## config.mk

```make
export PLATFORM = sky130hd
export DESIGN_NAME = mux2_rr_arbiter
export DESIGN_NICKNAME = d
export VERILOG_FILES = /design/src/rtl/mux2_arb_pkg.sv /design/src/rtl/mux2_rr_pick.sv /design/src/rtl/mux2_rr_arbiter.sv
export SDC_FILE = /design/constraint.sdc
export NUM_CORES = 1
export LEC_CHECK = 0
export BUFFER_PORTS_ARGS = -buffer_cell sky130_fd_sc_hd__buf_4
export CELL_PAD_IN_SITES_DETAIL_PLACEMENT = 1
export CELL_PAD_IN_SITES_GLOBAL_PLACEMENT = 2
export CORE_AREA = 4 4 41 43
export DETAILED_ROUTE_END_ITERATION = 10
export DIE_AREA = 0 0 45 47
export PLACE_DENSITY = 0.66
export SLEW_MARGIN = 20
export SYNTH_ARGS = -nofsm -noshare
export SYNTH_HDL_FRONTEND = slang
export SYNTH_SLANG_ARGS = --single-unit
```

## constraint.sdc

```tcl
create_clock -name clk -period 1.6 [get_ports clk]
set_clock_uncertainty 0.1 [all_clocks]
set_input_delay 0.16 -clock clk [delete_from_list [all_inputs] [get_ports clk]]
set_output_delay 0.16 -clock clk [all_outputs]
set_load 0.05 [all_outputs]
```

## src/rtl/mux2_arb_pkg.sv

```systemverilog
// mux2_arb_pkg
// Shared encodings for the round-robin 2:1 select arbiter.
//   slot_e  : output register occupancy (SLOT_EMPTY / SLOT_FULL)
//   lock_e  : burst lock owner (LOCK_NONE / LOCK_REQ0 / LOCK_REQ1)
//   REQ0/1  : requester index constants, also the mux select values
//   lock_for: maps a requester index to the lock state that holds it
package mux2_arb_pkg;

  typedef enum logic {
    SLOT_EMPTY = 1'b0,
    SLOT_FULL  = 1'b1
  } slot_e;

  typedef enum logic [1:0] {
    LOCK_NONE = 2'd0,
    LOCK_REQ0 = 2'd1,
    LOCK_REQ1 = 2'd2
  } lock_e;

  localparam logic REQ0 = 1'b0;
  localparam logic REQ1 = 1'b1;

  function automatic lock_e lock_for(input logic idx);
    return (idx == REQ1) ? LOCK_REQ1 : LOCK_REQ0;
  endfunction

endpackage

```

## src/rtl/mux2_rr_pick.sv

```systemverilog
// mux2_rr_pick
// Purely combinational grant decision for the two-requester arbiter.
// Ports:
//   req0_valid, req1_valid : in  requester valids
//   prio                   : in  requester favoured on a tie
//   lock                   : in  burst lock owner (LOCK_NONE when unlocked)
//   grant                  : out winning requester index
//   grant_valid            : out grant refers to a requester that is valid
module mux2_rr_pick
  import mux2_arb_pkg::*;
(
  input  logic  req0_valid,
  input  logic  req1_valid,
  input  logic  prio,
  input  lock_e lock,
  output logic  grant,
  output logic  grant_valid
);

  // A lock pins the grant to its owner even while the owner is idle, so the
  // other requester cannot slip a beat into the middle of a burst.
  always_comb begin
    grant       = prio;
    grant_valid = 1'b0;
    case (lock)
      LOCK_REQ0: begin
        grant       = REQ0;
        grant_valid = req0_valid;
      end
      LOCK_REQ1: begin
        grant       = REQ1;
        grant_valid = req1_valid;
      end
      default: begin
        if (req0_valid && req1_valid) begin
          grant       = prio;
          grant_valid = 1'b1;
        end else if (req0_valid) begin
          grant       = REQ0;
          grant_valid = 1'b1;
        end else if (req1_valid) begin
          grant       = REQ1;
          grant_valid = 1'b1;
        end
      end
    endcase
  end

endmodule

```

## src/rtl/mux2_rr_arbiter.sv

```systemverilog
// mux2_rr_arbiter
// Round-robin arbiter and sequencer for a time-shared SIZE-wide 2:1 select
// datapath. Two valid/ready requesters compete for one registered output
// slot, which is presented downstream with its own valid/ready handshake.
// Ports:
//   clk, rst_n                          : clock, async active-low reset
//   req0_valid/data/last, req0_ready    : requester 0 handshake
//   req1_valid/data/last, req1_ready    : requester 1 handshake
//   out_valid, out_data, out_src        : registered beat and its source
//   out_ready                           : downstream accepts the beat
//   select                              : mux select, 1 = requester 1
// Optional feature: define VL_MUX2_ARB_LOCK_EN to enable burst lock, where a
// requester keeps the grant until it delivers a beat with last=1. Without the
// macro req*_last are ignored and no lock state exists.
module mux2_rr_arbiter
  import mux2_arb_pkg::*;
#(
  parameter int SIZE = 1
) (
  input  logic            clk,
  input  logic            rst_n,
  input  logic            req0_valid,
  input  logic [SIZE-1:0] req0_data,
  input  logic            req0_last,
  output logic            req0_ready,
  input  logic            req1_valid,
  input  logic [SIZE-1:0] req1_data,
  input  logic            req1_last,
  output logic            req1_ready,
  output logic            out_valid,
  output logic [SIZE-1:0] out_data,
  output logic            out_src,
  input  logic            out_ready,
  output logic            select
);

  slot_e           slot_q;
  slot_e           slot_d;
  lock_e           lock_q;
  logic            prio_q;
  logic            prio_d;
  logic            sel_q;
  logic            grant;
  logic            grant_valid;
  logic            can_accept;
  logic            take;
  logic            prio_update;
  logic [SIZE-1:0] mux_data;

  mux2_rr_pick u_pick (
    .req0_valid  (req0_valid),
    .req1_valid  (req1_valid),
    .prio        (prio_q),
    .lock        (lock_q),
    .grant       (grant),
    .grant_valid (grant_valid)
  );

  // Readys and select are gated by rst_n so nothing looks accepted while the
  // block is held in reset. With no valid requester select keeps its last
  // value instead of following prio, so the datapath does not toggle idly.
  always_comb begin
    can_accept = (slot_q == SLOT_EMPTY) || out_ready;
    take       = rst_n && can_accept && grant_valid;
    req0_ready = take && (grant == REQ0);
    req1_ready = take && (grant == REQ1);
    select     = !rst_n ? REQ0 : (grant_valid ? grant : sel_q);
    mux_data   = (grant == REQ1) ? req1_data : req0_data;
  end

`ifdef VL_MUX2_ARB_LOCK_EN
  logic  accept_last;
  lock_e lock_d;

  // A beat with last=0 hands the grant to its sender until a last=1 beat
  // closes the burst; the tie-break pointer only moves when a burst ends.
  always_comb begin
    accept_last = (grant == REQ1) ? req1_last : req0_last;
    prio_update = take && accept_last;
    lock_d      = lock_q;
    if (take) begin
      lock_d = accept_last ? LOCK_NONE : lock_for(grant);
    end
  end

  always_ff @(posedge clk or negedge rst_n) begin
    if (!rst_n) begin
      lock_q <= LOCK_NONE;
    end else begin
      lock_q <= lock_d;
    end
  end
`else
  logic unused_last;

  // Every beat is arbitrated on its own, so the pointer moves on each accept.
  assign unused_last = req0_last ^ req1_last;
  assign lock_q      = LOCK_NONE;
  assign prio_update = take;
`endif

  // The requester just served loses the next tie.
  always_comb begin
    prio_d = prio_q;
    if (prio_update) begin
      prio_d = !grant;
    end
  end

  // Slot state register.
  always_ff @(posedge clk or negedge rst_n) begin
    if (!rst_n) begin
      slot_q <= SLOT_EMPTY;
    end else begin
      slot_q <= slot_d;
    end
  end

  // Slot next state: an accept always leaves the slot full (covers the
  // back-to-back drain+accept case); a drain alone empties it.
  always_comb begin
    slot_d = slot_q;
    case (slot_q)
      SLOT_EMPTY: if (take) slot_d = SLOT_FULL;
      SLOT_FULL: begin
        if (take) begin
          slot_d = SLOT_FULL;
        end else if (out_ready) begin
          slot_d = SLOT_EMPTY;
        end
      end
      default: slot_d = SLOT_EMPTY;
    endcase
  end

  // Slot outputs.
  always_comb begin
    out_valid = (slot_q == SLOT_FULL);
  end

  // Output beat, pointer and select history. Data and source only change on
  // an accept, so they stay stable through any downstream stall or drain.
  always_ff @(posedge clk or negedge rst_n) begin
    if (!rst_n) begin
      out_data <= '0;
      out_src  <= REQ0;
      prio_q   <= REQ0;
      sel_q    <= REQ0;
    end else begin
      if (take) begin
        out_data <= mux_data;
        out_src  <= grant;
      end
      prio_q <= prio_d;
      sel_q  <= select;
    end
  end

endmodule

```

==> impl_metrics.env <==
export IMPL_cts_tree="built"
export IMPL_area_growth_syn_to_layout_pct=65.26
export IMPL_required_ns=1.34
export IMPL_max_slew_margin_pct=75.91
export IMPL_fin_crit_ns=1.515
export IMPL_place_congestion=0.7332
export IMPL_critPathKind="in -> out"
export IMPL_die_h_um=47
export IMPL_synth_cells=21
export IMPL_slowest_delay_ns=0.52
export IMPL_finalWirelength_um=614
export IMPL_p_sw_w=0.0001675
export IMPL_arrival_ns=1.25
export IMPL_finalSetupTns_ns=0
export IMPL_power_frac_seq_pct=34.3
export IMPL_cts_buffers=3
export IMPL_holdPathStages=2
export IMPL_nets=48
export IMPL_slew_violations=0
export IMPL_final_cell_mix="11 x buf_4, 5 x dfrtp_1, 4 x nand2_1"
export IMPL_switching_share_pct=35.86
export IMPL_clk_path_buf_depth=2
export IMPL_clock_power_share_pct=31.3
export IMPL_insertion_delay_ns=0.24
export IMPL_rsz0062_at_grt="false"
export IMPL_io_buffers=12
export IMPL_drtPass1Iterations=2
export IMPL_antenna_found_initial=0
export IMPL_synth_fp_nets=30
export IMPL_cts_max_level=1
export IMPL_grt_ovfl_total=0
export IMPL_drt_iter0_drc=2
export IMPL_ys_types=14
export IMPL_synth_seq_area_share_pct=52.63
export IMPL_leakage_nw=0.1947
export IMPL_viasPerCell=4.358
export IMPL_n_antenna_cell=0
export IMPL_pin_count=15
export IMPL_dieArea_um2=2115
export IMPL_multiInputGateArea_um2=115.1
export IMPL_placementRows=13
export IMPL_cpMaxStageDelayCell="dlygate4sd3_1"
export IMPL_clock_fmax_mhz=660.1
export IMPL_combPwrFrac_pct=34.4
export IMPL_drive_above_1_share_pct=52.63
export IMPL_core_um2=1301
export IMPL_seqCellArea_um2=125.1
export IMPL_layout_commonest_cell="buf_4"
export IMPL_ant_nets=0
export IMPL_dp_cells=48
export IMPL_fin_crit_sh_pct=94.68
export IMPL_path_clk_slew_ns=0.05
export IMPL_power_w=0.0004670
export IMPL_ir_drop_mv=0.3871
export IMPL_postCtsSetupBuffers=0
export IMPL_intPower_w=0.0002995
export IMPL_ff2ff_path_depth=3
export IMPL_setup_viol=0
export IMPL_vias=231
export IMPL_root_buffer="clkbuf_4"
export IMPL_fillerInstances=153
export IMPL_dp_hpwl_um=515.3
export IMPL_instances_no_fill=53
export IMPL_critPathMaxFanout=10
export IMPL_grt_pass1_wl_um=1104
export IMPL_clock_sinks=5
export IMPL_synth_warnings=0
export IMPL_status="finished, final reports clean"
export IMPL_hold_viol_final=0
export IMPL_syn_area_per_cell_um2=11.32
export IMPL_drc=0
export IMPL_wl_per_cell_um=11.58
export IMPL_powerDensity_nw_per_um2=1189
export IMPL_cp_cell_sequence="dlygate4sd3_1 > buf_4 > and4_4 > buf_6"
export IMPL_grt_max_degree=11
export IMPL_die_x_um=45
export IMPL_grt_pass1_vias=275
export IMPL_tightest_slew_ns=0.3598
export IMPL_grt_use_total_pct=7.381
export IMPL_syn_cell_area_um2=237.7
export IMPL_hp_class="in -> reg"
export IMPL_cp_start_kind="primary input"
export IMPL_ys_ff_latch=5
export IMPL_start_util_pct=18.27
export IMPL_drv_cap=0
export IMPL_worst_setup_path_end_kind="output port"
critical path, delay by kind of cell:
kind                   cells  cell delay, ns
buffers and inverters      3            0.85
and+or+nand+nor            1            0.25
registers in the layout, indices dropped and copies added, names as in the netlist:
signal     cells
out_valid      1
prio_q         1
out_data       1
out_src        1
sel_q          1
path summary, 6_finish.rpt:
path / slack, ns / end / start
setup / recovery: 0.09 / req0_ready / rst_n
hold / removal: 0.06 / out_data / req0_data
setup reg to reg: 0.38 / out_data / out_valid
hold reg to reg: 0.40 / out_src / out_src
max in group asynchronous: 1.10 / sel_q / rst_n
min in group asynchronous: 0.17 / out_data / rst_n
final cells by class:
| cell class | count | area share, % |
|---|---|---|
| Tap cell | 15 | 4.777 |
| Inverter | 1 | 0.9554 |
| Multi-Input combinational cell | 15 | 29.30 |
| Clock buffer | 4 | 6.688 |
| Sequential cell | 5 | 31.85 |
| Timing Repair Buffer | 13 | 26.43 |
layer usage:
layer  GRT usage (%)  vias up  part of all wire, %
li1                -      110                    -
met1           6.682      117                   38
met2           13.84        4                   57
met3           3.448        0                  5.0
met4           3.509        0                    0
met5               0        -                    0
repair_timing:
action | 4_1_cts | 5_1_grt
hold buffers | 1 | 0
resized for setup | 1 | 2
hold endpoints to repair | 5 | 0
gates cloned | 0 | 0
setup endpoints to repair | 1 | 2
synth_stat cells:
cell | instances | area share [%]
dfrtp_1 | 5 | 53
nand2_1 | 4 | 6.3
a21boi_0 | 1 | 3.2
a21o_2 | 1 | 3.7
a221o_1 | 1 | 4.2
and2_1 | 1 | 2.6
and4_4 | 1 | 4.7
inv_1 | 1 | 1.6
nand2b_4 | 1 | 5.8
nor2_1 | 1 | 1.6
o2111a_1 | 1 | 4.7
o211ai_1 | 1 | 3.2
o21ai_0 | 1 | 2.1
o2bb2ai_1 | 1 | 3.7
through the flow:
step                setup WS [ns]  instance area, um2  utilization, %  hold slack (ns)
floorplan                0.005334               240.2               -          -0.2356
global placement           0.2827               349.1           26.83          -0.1178
detailed placement         0.2562               349.1           26.83          -0.1151
CTS                       0.03906               385.4           29.62          0.06045
global route              0.01534               392.9           30.19          0.05915
finish                    0.08510               392.9           30.19          0.05885
cell families (layout without fill, tap and decap cells):
group | count (synthesis) | after routing | synth area share [%]
AOI/OAI and AO/OA | 7 | 7 | 24.74
and+or+nand+nor | 8 | 8 | 21.05
buffers and inverters | 1 | 18 | 1.577
DFF | 5 | 5 | 52.63
power by group through the flow:
| stage | clock network, W | logic (W) | registers [W] |
|---|---|---|---|
| floorplan | 0 | 0.0000563 | 0.000207 |
| global placement | 0 | 0.000155 | 0.000162 |
| detailed placement | 0 | 0.000158 | 0.000162 |
| CTS | 0.000153 | 0.000160 | 0.000161 |
| global route | 0.000165 | 0.000171 | 0.000162 |
| finish | 0.000146 | 0.000161 | 0.000160 |
(Power assumes the default switching activity.)
